$ cat src/rtl/spike_rate_decoder_pkg.sv
// Shared widths, limits and FSM encodings for the spike rate decoder.
// Imported by the interface, the ISI timer and the top level.
package spike_rate_decoder_pkg;
   localparam int WIN_W_DEF = 8;
   localparam int CNT_W_DEF = 6;
   localparam int ISI_W_DEF = 8;

   localparam logic [CNT_W_DEF-1:0] CNT_MAX = '1;
   localparam logic [ISI_W_DEF-1:0] ISI_MAX = '1;

   localparam logic [0:0] ISI_NO_EVT = 1'b0;
   localparam logic [0:0] ISI_TIMING = 1'b1;

   localparam logic [0:0] OUT_EMPTY  = 1'b0;
   localparam logic [0:0] OUT_FULL   = 1'b1;

   typedef struct packed {
      logic [0:0] isi_state;
      logic [0:0] out_state;
   } dbg_state_t;
endpackage

$ cat src/rtl/spike_rate_decoder_if.sv
// Result port: rate/ISI/saturation payload with valid/ready flow control.
// A result transfers on every cycle where out_valid & out_ready; payload is stable while out_valid & ~out_ready.
interface spike_rate_decoder_if
   import spike_rate_decoder_pkg::*;
#(
   parameter int CNT_W = CNT_W_DEF,
   parameter int ISI_W = ISI_W_DEF
) ();
   logic [CNT_W-1:0] rate_out;
   logic [ISI_W-1:0] isi_out;
   logic             sat_out;
   logic             out_valid;
   logic             out_ready;

   modport master (output rate_out, output isi_out, output sat_out, output out_valid, input out_ready);
   modport slave  (input rate_out, input isi_out, input sat_out, input out_valid, output out_ready);
endinterface

$ cat src/rtl/spike_rate_decoder_isi_timer.sv
// Inter-spike interval timer: saturating gap counter between events plus NO_EVT/TIMING FSM.
// o_isi_next is the value isi_q takes this cycle, so a window closing on an event sees the new ISI.
module spike_rate_decoder_isi_timer
   import spike_rate_decoder_pkg::*;
#(
   parameter int ISI_W = ISI_W_DEF
) (
   input  logic             clk,
   input  logic             reset,
   input  logic             i_en,
   input  logic             i_event,
   output logic [ISI_W-1:0] o_isi_q,
   output logic [ISI_W-1:0] o_isi_next,
   output logic [0:0]       o_state
);
   logic [0:0]       r_state;
   logic [ISI_W-1:0] r_gap;
   logic [ISI_W-1:0] r_isi;

   always_ff @(posedge clk) begin
      if (reset) begin
         r_state <= ISI_NO_EVT;
         r_gap   <= '0;
         r_isi   <= '0;
      end else if (i_en) begin
         case (r_state)
            ISI_NO_EVT: begin
               if (i_event) begin
                  r_state <= ISI_TIMING;
                  r_gap   <= ISI_W'(1);
               end
            end
            ISI_TIMING: begin
               if (i_event) begin
                  r_isi <= r_gap;
                  r_gap <= ISI_W'(1);
               end else if (r_gap != '1) begin
                  r_gap <= r_gap + ISI_W'(1);
               end
            end
            default: r_state <= ISI_NO_EVT;
         endcase
      end
   end

   assign o_isi_q    = r_isi;
   assign o_isi_next = (r_state == ISI_TIMING && i_event) ? r_gap : r_isi;
   assign o_state    = r_state;
endmodule

$ cat src/rtl/spike_rate_decoder.sv
// Spike-train decoder: counts rising-edge events per programmable window and reports
// the count with the latest inter-spike interval through a valid/ready result register.
module spike_rate_decoder
   import spike_rate_decoder_pkg::*;
#(
   parameter int WIN_W = WIN_W_DEF,
   parameter int CNT_W = CNT_W_DEF,
   parameter int ISI_W = ISI_W_DEF
) (
   input  logic                 clk,
   input  logic                 reset,
   input  logic                 i_en,
   input  logic                 i_spike_in,
   input  logic [WIN_W-1:0]     i_window_len,
   spike_rate_decoder_if.master out_if,
   output logic                 o_dropped,
   output dbg_state_t           o_dbg_state
);
   logic             r_spike_q;
   logic [WIN_W-1:0] r_len_q;
   logic [WIN_W-1:0] r_win_cnt;
   logic [CNT_W-1:0] r_spk_cnt;
   logic             r_spk_ovf;
   logic [0:0]       r_out_state;
   logic [CNT_W-1:0] r_rate;
   logic [ISI_W-1:0] r_isi;
   logic             r_sat;
   logic             r_dropped;

   logic [WIN_W-1:0] w_len_cur;
   logic [WIN_W-1:0] w_last_idx;
   logic             w_event;
   logic             w_win_end;
   logic [CNT_W:0]   w_sum;
   logic             w_sat;
   logic [CNT_W-1:0] w_result;
   logic [ISI_W-1:0] w_isi_q;
   logic [ISI_W-1:0] w_isi_next;
   logic [0:0]       w_isi_state;

   // On a window's first cycle the live length is used, so 1-cycle windows close immediately.
   // A length of 0 wraps to all-ones, giving a 2^WIN_W cycle window.
   assign w_len_cur  = (r_win_cnt == '0) ? i_window_len : r_len_q;
   assign w_last_idx = w_len_cur - WIN_W'(1);
   assign w_event    = i_en & i_spike_in & ~r_spike_q;
   assign w_win_end  = i_en & (r_win_cnt == w_last_idx);

   // r_spk_ovf remembers events lost after the count pinned, so saturation is reported faithfully.
   assign w_sum    = {1'b0, r_spk_cnt} + (CNT_W+1)'(w_event);
   assign w_sat    = r_spk_ovf | w_sum[CNT_W];
   assign w_result = w_sum[CNT_W] ? {CNT_W{1'b1}} : w_sum[CNT_W-1:0];

   spike_rate_decoder_isi_timer #(.ISI_W(ISI_W)) u_isi_timer (
      .clk        (clk),
      .reset      (reset),
      .i_en       (i_en),
      .i_event    (w_event),
      .o_isi_q    (w_isi_q),
      .o_isi_next (w_isi_next),
      .o_state    (w_isi_state)
   );

   always_ff @(posedge clk) begin
      if (reset) begin
         r_spike_q <= 1'b0;
         r_len_q   <= '0;
         r_win_cnt <= '0;
         r_spk_cnt <= '0;
         r_spk_ovf <= 1'b0;
      end else begin
         r_spike_q <= i_spike_in;
         if (i_en) begin
            if (r_win_cnt == '0) r_len_q <= i_window_len;
            if (w_win_end) begin
               r_win_cnt <= '0;
               r_spk_cnt <= '0;
               r_spk_ovf <= 1'b0;
            end else begin
               r_win_cnt <= r_win_cnt + WIN_W'(1);
               if (w_event) begin
                  if (r_spk_cnt == '1) r_spk_ovf <= 1'b1;
                  else                 r_spk_cnt <= r_spk_cnt + CNT_W'(1);
               end
            end
         end
      end
   end

   always_ff @(posedge clk) begin
      if (reset) begin
         r_out_state <= OUT_EMPTY;
         r_rate      <= '0;
         r_isi       <= '0;
         r_sat       <= 1'b0;
         r_dropped   <= 1'b0;
      end else if (w_win_end && (r_out_state == OUT_EMPTY || out_if.out_ready)) begin
         r_out_state <= OUT_FULL;
         r_rate      <= w_result;
         r_isi       <= w_isi_next;
         r_sat       <= w_sat;
      end else if (w_win_end) begin
         r_dropped   <= 1'b1;
      end else if (r_out_state == OUT_FULL && out_if.out_ready) begin
         r_out_state <= OUT_EMPTY;
      end
   end

   assign out_if.rate_out  = r_rate;
   assign out_if.isi_out   = r_isi;
   assign out_if.sat_out   = r_sat;
   assign out_if.out_valid = (r_out_state == OUT_FULL);
   assign o_dropped        = r_dropped;

   assign o_dbg_state.isi_state = w_isi_state;
   assign o_dbg_state.out_state = r_out_state;

   logic w_unused;
   assign w_unused = ^w_isi_q;
endmodule

$ cat src/flat_wrapper.sv
// flat-port wrapper written by rule: the top's interface ports become plain ports
module spike_rate_decoder_flat import spike_rate_decoder_pkg::*;
#(
   parameter int WIN_W = WIN_W_DEF,
   parameter int CNT_W = CNT_W_DEF,
   parameter int ISI_W = ISI_W_DEF
)
  (clk, reset, i_en, i_spike_in, i_window_len, o_dropped, o_dbg_state, out_if_rate_out, out_if_isi_out, out_if_sat_out, out_if_out_valid, out_if_out_ready);
  spike_rate_decoder_if #(.CNT_W(CNT_W), .ISI_W(ISI_W)) out_if_i ();
  input  logic clk;
  input  logic reset;
  input  logic i_en;
  input  logic i_spike_in;
  input  logic [WIN_W-1:0] i_window_len;
  output logic o_dropped;
  output dbg_state_t o_dbg_state;
  output wire logic [$bits(out_if_i.rate_out)-1:0] out_if_rate_out;
  output wire logic [$bits(out_if_i.isi_out)-1:0] out_if_isi_out;
  output wire logic [$bits(out_if_i.sat_out)-1:0] out_if_sat_out;
  output wire logic [$bits(out_if_i.out_valid)-1:0] out_if_out_valid;
  input wire logic [$bits(out_if_i.out_ready)-1:0] out_if_out_ready;
  assign out_if_rate_out = out_if_i.rate_out;
  assign out_if_isi_out = out_if_i.isi_out;
  assign out_if_sat_out = out_if_i.sat_out;
  assign out_if_out_valid = out_if_i.out_valid;
  assign out_if_i.out_ready = out_if_out_ready;
  spike_rate_decoder #(.WIN_W(WIN_W), .CNT_W(CNT_W), .ISI_W(ISI_W)) u_core (.clk(clk), .reset(reset), .i_en(i_en), .i_spike_in(i_spike_in), .i_window_len(i_window_len), .out_if(out_if_i), .o_dropped(o_dropped), .o_dbg_state(o_dbg_state));
endmodule
$ cat config.mk
export PLATFORM = sky130hd
export DESIGN_NAME = spike_rate_decoder_flat
export DESIGN_NICKNAME = d
export VERILOG_FILES = /design/src/rtl/spike_rate_decoder_pkg.sv /design/src/rtl/spike_rate_decoder_if.sv /design/src/rtl/spike_rate_decoder_isi_timer.sv /design/src/rtl/spike_rate_decoder.sv /design/src/flat_wrapper.sv
export SDC_FILE = /design/constraint.sdc
export NUM_CORES = 1
export LEC_CHECK = 0
export ABC_AREA = 1
export BUFFER_PORTS_ARGS = -buffer_cell sky130_fd_sc_hd__buf_2
export CORE_ASPECT_RATIO = 1.4
export CORE_MARGIN = 2
export CORE_UTILIZATION = 30
export CTS_CLUSTER_DIAMETER = 30
export DETAILED_ROUTE_END_ITERATION = 8
export PLACE_DENSITY_LB_ADDON = 0.2
export SYNTH_ARGS = -nofsm -noshare
export SYNTH_HDL_FRONTEND = slang
export SYNTH_HIERARCHICAL = 1
export SYNTH_SLANG_ARGS = --single-unit
$ cat constraint.sdc
create_clock -name clk -period 2.6 [get_ports clk]
set_input_delay 0.52 -clock clk [delete_from_list [all_inputs] [get_ports clk]]
set_output_delay 0.52 -clock clk [all_outputs]
set_load 0.01 [all_outputs]
==> results of run 1 <==
[critical path: stages (launching register included)]
cell	delay, ns
dfxtp_2	0.32
inv_2	0.07
ha_4	0.15
nand2_4	0.05
nor2_4	0.14
nand3b_1	0.16
nand2_4	0.11
ha_4	0.21
xor2_2	0.17
nand2_1	0.06
nand3b_1	0.15
nor2_1	0.11
nand2_1	0.06
nor2_2	0.14
nand3_4	0.13
nor2_8	0.18
buf_4	0.14
nand2_1	0.05
nand2_1	0.07
a21oi_2	0.04
[area by class of cell]
| class | count | area (µm²) | share of cell area |
|---|---|---|---|
| inverter | 81 | 307 | 0.0688 |
| tap | 144 | 180 | 0.0404 |
| multi-input combinational | 367 | 2060 | 0.462 |
| timing repair buffer | 64 | 427 | 0.0957 |
| sequential | 58 | 1160 | 0.261 |
| clock inverter | 5 | 77.6 | 0.0174 |
| clock buffer | 11 | 243 | 0.0545 |
[per-stage QoR]
stage	cell area [µm²]	power [mW]
4_1_cts	4350	2.70
6_report	4460	2.70
2_1_floorplan	3550	1.28
3_5_place_dp	3990	1.40
3_3_place_gp	3990	1.39
5_1_grt	4460	2.84
[metal layers]
layer	GRT usage	up-vias	wire length (µm)
met2	0.264	52	4630
met3	0.0372	8	274
met5	0	-	0
li1	-	1766	-
met1	0.180	1550	3960
met4	0.0532	0	121
[power by group]
part | switching [mW] | total (mW) | leakage [nW] | internal [mW]
Clock | 0.416 | 1.28 | 0.156 | 0.861
Combinational | 0.297 | 0.491 | 1.44 | 0.195
Sequential | 0.0149 | 0.929 | 0.471 | 0.914
[what timing repair did]
action,in CTS,in global routing
cloned,0,0
pin swaps,2,19
setup endpoints to repair,15,32
resized for setup,3,23
buffers inserted,2,4
[cells in the final DEF, fill, tap and decap left out, types with 11 or more instances in the layout]
master | netlist | layout
buf_4 | 3 | 29
buf_2 | 0 | 31
nand3_1 | 39 | 36
a21oi_1 | 29 | 26
o21ai_0 | 14 | 14
nand2_1 | 124 | 122
o21ai_1 | 12 | 11
nand2_2 | 16 | 13
inv_1 | 72 | 70
dfxtp_1 | 58 | 56
nor2_2 | 9 | 15
nor2_1 | 54 | 46
nand2_4 | 8 | 13
[final timing paths]
path	startpoint	endpoint	slack (ns)	cells past startpoint
setup reg to reg	u_core/r_win_cnt[1]	u_core/out_if.rate_out[4]	-0.03	19
setup / recovery	u_core/r_win_cnt[1]	u_core/out_if.rate_out[4]	-0.03	19
hold / removal	i_spike_in	u_core/r_spike_q	0.41	3
hold reg to reg	u_core/u_isi_timer/o_isi_q[7]	u_core/u_isi_timer/o_isi_q[7]	0.44	2
[state kept, by name, indices dropped and copies added (netlist names)]
register,count
u_core/out_if.isi_out,8
u_core/r_len_q,8
u_core/r_win_cnt,8
u_core/u_isi_timer/o_isi_q,8
u_core/u_isi_timer/r_gap,8
u_core/out_if.rate_out,6
u_core/r_spk_cnt,6
u_core/o_dropped,1
u_core/out_if.out_valid,1
u_core/out_if.sat_out,1
u_core/r_spike_q,1
u_core/r_spk_ovf,1
u_core/u_isi_timer/o_state,1
[cells in the mapped netlist (all sizes together)]
master  instances
nand3          42
inv            81
nand4           7
nand2         148
a21oi          36
o32ai           1
nor2           69
xor2            9
o211ai          7
o22ai           1
or2             1
dfxtp          58
nand3b          4
xnor2           1
buf             7
nor3            6
ha              7
o21ai          27
clkbuf          9
o21a            1
[logic make-up after synthesis]
| kind of cell | Yosys count | share of synthesized area |
|---|---|---|
| flops | 58 | 0.331 |
| fa+ha+maj | 7 | 0.0249 |
| buf+inv | 97 | 0.120 |
| compound gates | 73 | 0.120 |
| xor+xnor | 10 | 0.0249 |
| simple gates | 277 | 0.380 |
==> summary.txt, run 1 <==
Synthesis
  • Unique masters post-synth: 35
  • Synth area leaders: dfxtp_1 33%, nand2_1 13%, inv_1 7.7%
  • Synth warnings: 6
  • Mapped Cells: 522
  • Cell Area, Synth: 3510 µm²
  • Synth Register Bits: 58
  • Avg Cell Area, Syn: 6.73 µm²
  • Area share of the largest cell type after synthesis: 0.331
  • Post-Syn Nets: 542
  • Seq/Total Area, Yosys: 0.331
  • Area leader, netlist: dfxtp_1

Layout
  • Area Growth Syn to Fin: 26.9%
  • Core Util, Final: 0.391
  • Fill cells: 1233
  • Ant diodes: 0
  • Fin nets: 601
  • Fin cells: 730
  • Layout cells sized above 1: 0.278

Die
  • Core area: 11400 µm²
  • Rows: 46
  • Initial Util: 0.308
  • Die height: 132 µm
  • Io pins: 32
  • Die area: 12600 µm²
  • Die X: 95.4 µm

Route
  • Routed length per instance: 12.3 µm
  • Initial drt markers: 130
  • Vias post-DR: 3376
  • Initial DRT Pass Iterations: 4
  • ANT nets after route: 0
  • DRC viols: 0
  • Post-Route WL: 8.99 mm
  • Vias/cell: 4.62

STA
  • Fin crit share: 1.01
  • Max Clock Skew: 0.00675 ns
  • Slew Limit Fails: 0
  • Sum of negative setup slack: -0.200 ns
  • Setup WS post-layout: -0.0344 ns
  • Slew HR: 0.516
  • RSZ-0062 raised after global routing: true
  • Final Setup Violations: 11
  • Final hold slack: 0.414 ns
  • Minimum clock period after layout: 2.63 ns
  • Final hold viol count: 0
  • Fmax: 380 MHz
  • Worst slew pin tran: 0.726 ns

GRT
  • Vias in the first global route: 3214
  • First-pass GRT wire length: 15.2 mm
  • Number of antenna violations at the first check in global routing: 0
  • Total grt overflow: 0
  • Gr usage total: 0.152
  • Largest net degree at the start of global routing: 22

Clock tree
  • H-tree Lvls: 3
  • CTS Buffer Depth: 2
  • CTS Buf Count: 9
  • Clock Latency Late Sink: 0.33 ns
  • CTS Sinks: 58
  • Clk pin slew, worst setup/hold paths: 0.06 ns
  • CTS tree: built
  • CTS Hold Buffers Added: 0
  • Root buffer cell: clkbuf_16

Hold path
  • HP Class: primary input to flip-flop

Place
  • GPL Wtd Cong: 0.857
  • Placed instance count: 708
  • DP HPWL: 6.76 mm
  • Post-place setup slack: -0.0767 ns
  • I/O Buffers: 31

Outcome
  • Status: complete, but fails checks
  • Failing checks: negative setup slack

Critical path
  • Crit path DAT: 2.84 ns
  • Crit path max fanout: 5
  • Critical path type: flip-flop to flip-flop
  • WP data required: 2.81 ns
  • Setup crit end kind: flip-flop
  • Crit start category: flip-flop

Run
  • Max-cap violation count: 0

Power and ir drop
  • Worst vdd ir: 0.307 mV
  • Pleak: 2.06 nW
  • Pwr/cell area: 605 nW/µm²
Power figures use the tool's default switching activity.
==> run 2: changes to the inputs <==
--- a/config.mk
+++ b/config.mk
@@ -7,11 +7,12 @@
 export LEC_CHECK = 0
 export ABC_AREA = 1
 export BUFFER_PORTS_ARGS = -buffer_cell sky130_fd_sc_hd__buf_2
-export CORE_ASPECT_RATIO = 1.4
+export CORE_ASPECT_RATIO = 0.7
 export CORE_MARGIN = 2
 export CORE_UTILIZATION = 30
 export CTS_CLUSTER_DIAMETER = 30
 export DETAILED_ROUTE_END_ITERATION = 8
+export MAX_ROUTING_LAYER = met4
 export PLACE_DENSITY_LB_ADDON = 0.2
 export SYNTH_ARGS = -nofsm -noshare
 export SYNTH_HDL_FRONTEND = slang
==> summary.txt, run 2 (synthesis gave the netlist of run 1 again) <==
STA
  • Slew HR: 0.637 (was 0.516)
  • Sum of negative setup slack: 0 ns (was -0.200 ns)
  • Slew Limit Fails: 0 (unchanged)
  • Max Clock Skew: 0.0128 ns (was 0.00675 ns)
  • Worst slew pin tran: 0.543 ns (was 0.726 ns)
  • Final hold viol count: 0 (unchanged)
  • Fmax: 387 MHz (was 380 MHz)
  • Minimum clock period after layout: 2.58 ns (was 2.63 ns)
  • Final Setup Violations: 0 (was 11)
  • Fin crit share: 0.993 (was 1.01)
  • RSZ-0062 raised after global routing: true (unchanged)

Die
  • Initial Util: 0.304 (was 0.308)
  • Die area: 12600 µm² (about the same)
  • Io pins: 32 (unchanged)
  • Rows: 33 (was 46)
  • Die X: 133 µm (was 95.4 µm)
  • Die height: 94.5 µm (was 132 µm)
  • Core area: 11600 µm² (was 11400 µm²)

Critical path
  • Setup crit end kind: flip-flop (unchanged)
  • Crit path max fanout: 8 (was 5)
  • CP most frequent cell: nand2_4 (was nand2_1)
  • CP max stage cell: dfxtp_2 (unchanged)
  • WP buf/inv: 3 (was 2)
  • WP data required: 2.86 ns (was 2.81 ns)
  • Crit path max-delay family: simple AND/OR/NAND/NOR gates (unchanged)
  • Slowest stage delay, CP: 0.32 ns (about the same)
  • Critical path type: flip-flop to flip-flop (unchanged)
  • Critical-path cell list: inv_2, ha_4, nand2_4, nor2_4, nand2_4, nand2_4, nand2_4, ha_4, xor2_2, nand2_1, nand3b_1, nor2_1, nand2_1, nor2_2, nand3_4, nor2_8, buf_12, buf_12, o21ai_2, nor2_1 (was inv_2, ha_4, nand2_4, nor2_4, nand3b_1, nand2_4, ha_4, xor2_2, nand2_1, nand3b_1, nor2_1, nand2_1, nor2_2, nand3_4, nor2_8, buf_4, nand2_1, nand2_1, a21oi_2)
  • Crit start category: flip-flop (unchanged)
  • Crit path DAT: 2.84 ns (about the same)

Route
  • Vias post-DR: 3278 (was 3376)
  • Initial DRT Pass Iterations: 4 (unchanged)
  • DRC viols: 0 (unchanged)
  • Post-Route WL: 8.56 mm (was 8.99 mm)
  • Vias/cell: 4.43 (was 4.62)
  • ANT nets after route: 0 (unchanged)
  • Routed length per instance: 11.6 µm (was 12.3 µm)
  • Initial drt markers: 117 (was 130)

GRT
  • Met3 Use GR: 0.0446 (was 0.0372)
  • Gr usage total: 0.149 (was 0.152)
  • Vias in the first global route: 2958 (was 3214)
  • Met1 usage: 0.199 (was 0.180)
  • First-pass GRT wire length: 14.4 mm (was 15.2 mm)
  • Number of antenna violations at the first check in global routing: 1 (was 0)
  • Most used routing layer: met2 (unchanged)
  • Total grt overflow: 0 (unchanged)
  • Largest net degree at the start of global routing: 22 (unchanged)
  • GR Layer Usage met2: 0.220 (was 0.264)

Clock tree
  • Clk pin slew, worst setup/hold paths: 0.06 ns (about the same)
  • H-tree Lvls: 3 (unchanged)
  • CTS tree: built (unchanged)
  • Root buffer cell: clkbuf_16 (unchanged)
  • CTS Hold Buffers Added: 0 (unchanged)
  • CTS Buffer Depth: 2 (unchanged)
  • Clock Latency Late Sink: 0.33 ns (about the same)
  • CTS Sinks: 58 (unchanged)
  • CTS Buf Count: 9 (unchanged)

Place
  • I/O Buffers: 31 (unchanged)
  • Placed instance count: 720 (was 708)
  • DP HPWL: 6.58 mm (was 6.76 mm)
  • GPL Wtd Cong: 0.819 (was 0.857)

Layout
  • Fin nets: 598 (was 601)
  • Most frequent cells in the layout: 117 x nand2_1, 70 x inv_1, 56 x dfxtp_1 (was 122 x nand2_1, 70 x inv_1, 56 x dfxtp_1)
  • Fill cells: 1206 (was 1233)
  • Core Util, Final: 0.385 (was 0.391)
  • Fin cells: 740 (was 730)
  • Most common cell after layout, fill and taps aside: nand2_1 (unchanged)
  • Layout cells sized above 1: 0.271 (was 0.278)
  • Area Growth Syn to Fin: 26.7% (was 26.9%)

Power and ir drop
  • Worst vdd ir: 0.335 mV (was 0.307 mV)
  • Pleak: 2.05 nW (was 2.06 nW)
  • Pwr/cell area: 586 nW/µm² (was 605 nW/µm²)

Outcome
  • Status: complete, no violations (was complete, but fails checks)

Run
  • Max-cap violation count: 0 (unchanged)

Hold path
  • HP Class: primary input to flip-flop (unchanged)
## run 2: cell count changes in the layout (fill, tap and decap cells not counted), moves of 2 or more
cell      previous run  this run
nand2_2             13        18
buf_4               29        25
nand2_1            122       117
nor2_1              46        52
nor2_2              15         9
clkbuf_8             1         3
## run 2: power by group
part	internal [mW]	switching [mW]
sequential	0.915	0.0139
combinational	0.177	0.282
clock	0.813	0.405
total	1.90	0.701
## run 2: through the flow
| step | total power, mW | area, µm² | worst slack [ns] | hold slack [ns] |
|---|---|---|---|---|
| 6_report | 2.61 | 4450 | 0.0178 | 0.425 |
| 3_5_place_dp | 1.38 | 4000 | -0.0529 | 0.444 |
| 2_1_floorplan | 1.28 | 3550 | -0.0356 | 0.426 |
| 4_1_cts | 2.61 | 4340 | 0.00635 | 0.424 |
| 5_1_grt | 2.73 | 4450 | -0.196 | 0.450 |
| 3_3_place_gp | 1.38 | 4000 | -0.00618 | 0.439 |
## run 2: final timing paths
| path | endpoint | start | slack (ns) | depth (start not counted) |
|---|---|---|---|---|
| setup reg to reg | u_core/out_if.isi_out[0] | u_core/r_win_cnt[1] | 0.02 | 20 |
| setup / recovery | u_core/out_if.isi_out[0] | u_core/r_win_cnt[1] | 0.02 | 20 |
| hold reg to reg | u_core/out_if.sat_out | u_core/out_if.sat_out | 0.45 | 2 |
| hold / removal | u_core/r_spike_q | i_spike_in | 0.42 | 3 |
## run 2: what timing repair did
item / in CTS / in global routing
setup endpoints to repair: 12 / 31
resized for setup: 1 / 24
buffers inserted: 2 / 2
pin swaps: 2 / 17
gates cloned: 0 / 0
## run 2: area by class of cell
class | count | area, µm² | area share
diodes | 1 | 2.50 | 0.000562
clock buffers | 13 | 270 | 0.0607
clock inverters | 2 | 35.0 | 0.00787
inverters | 81 | 307 | 0.0689
multi-input cells | 367 | 2060 | 0.463
flip-flops and latches | 58 | 1160 | 0.262
well taps | 157 | 196 | 0.0442
repair buffers | 61 | 417 | 0.0936
## run 2: per-layer routing
metal	wire length (µm)	share of wire	vias to the layer above
met3	425	0.050	5
met2	3640	0.42	54
met4	46	0.0054	0
met5	0	0	-
li1	-	-	1756
met1	4460	0.52	1463
## run 2: tightest hold or removal path, cell delays in order
cell	delay, ns
buf_2	0.08
inv_1	0.04
nor2_1	0.07
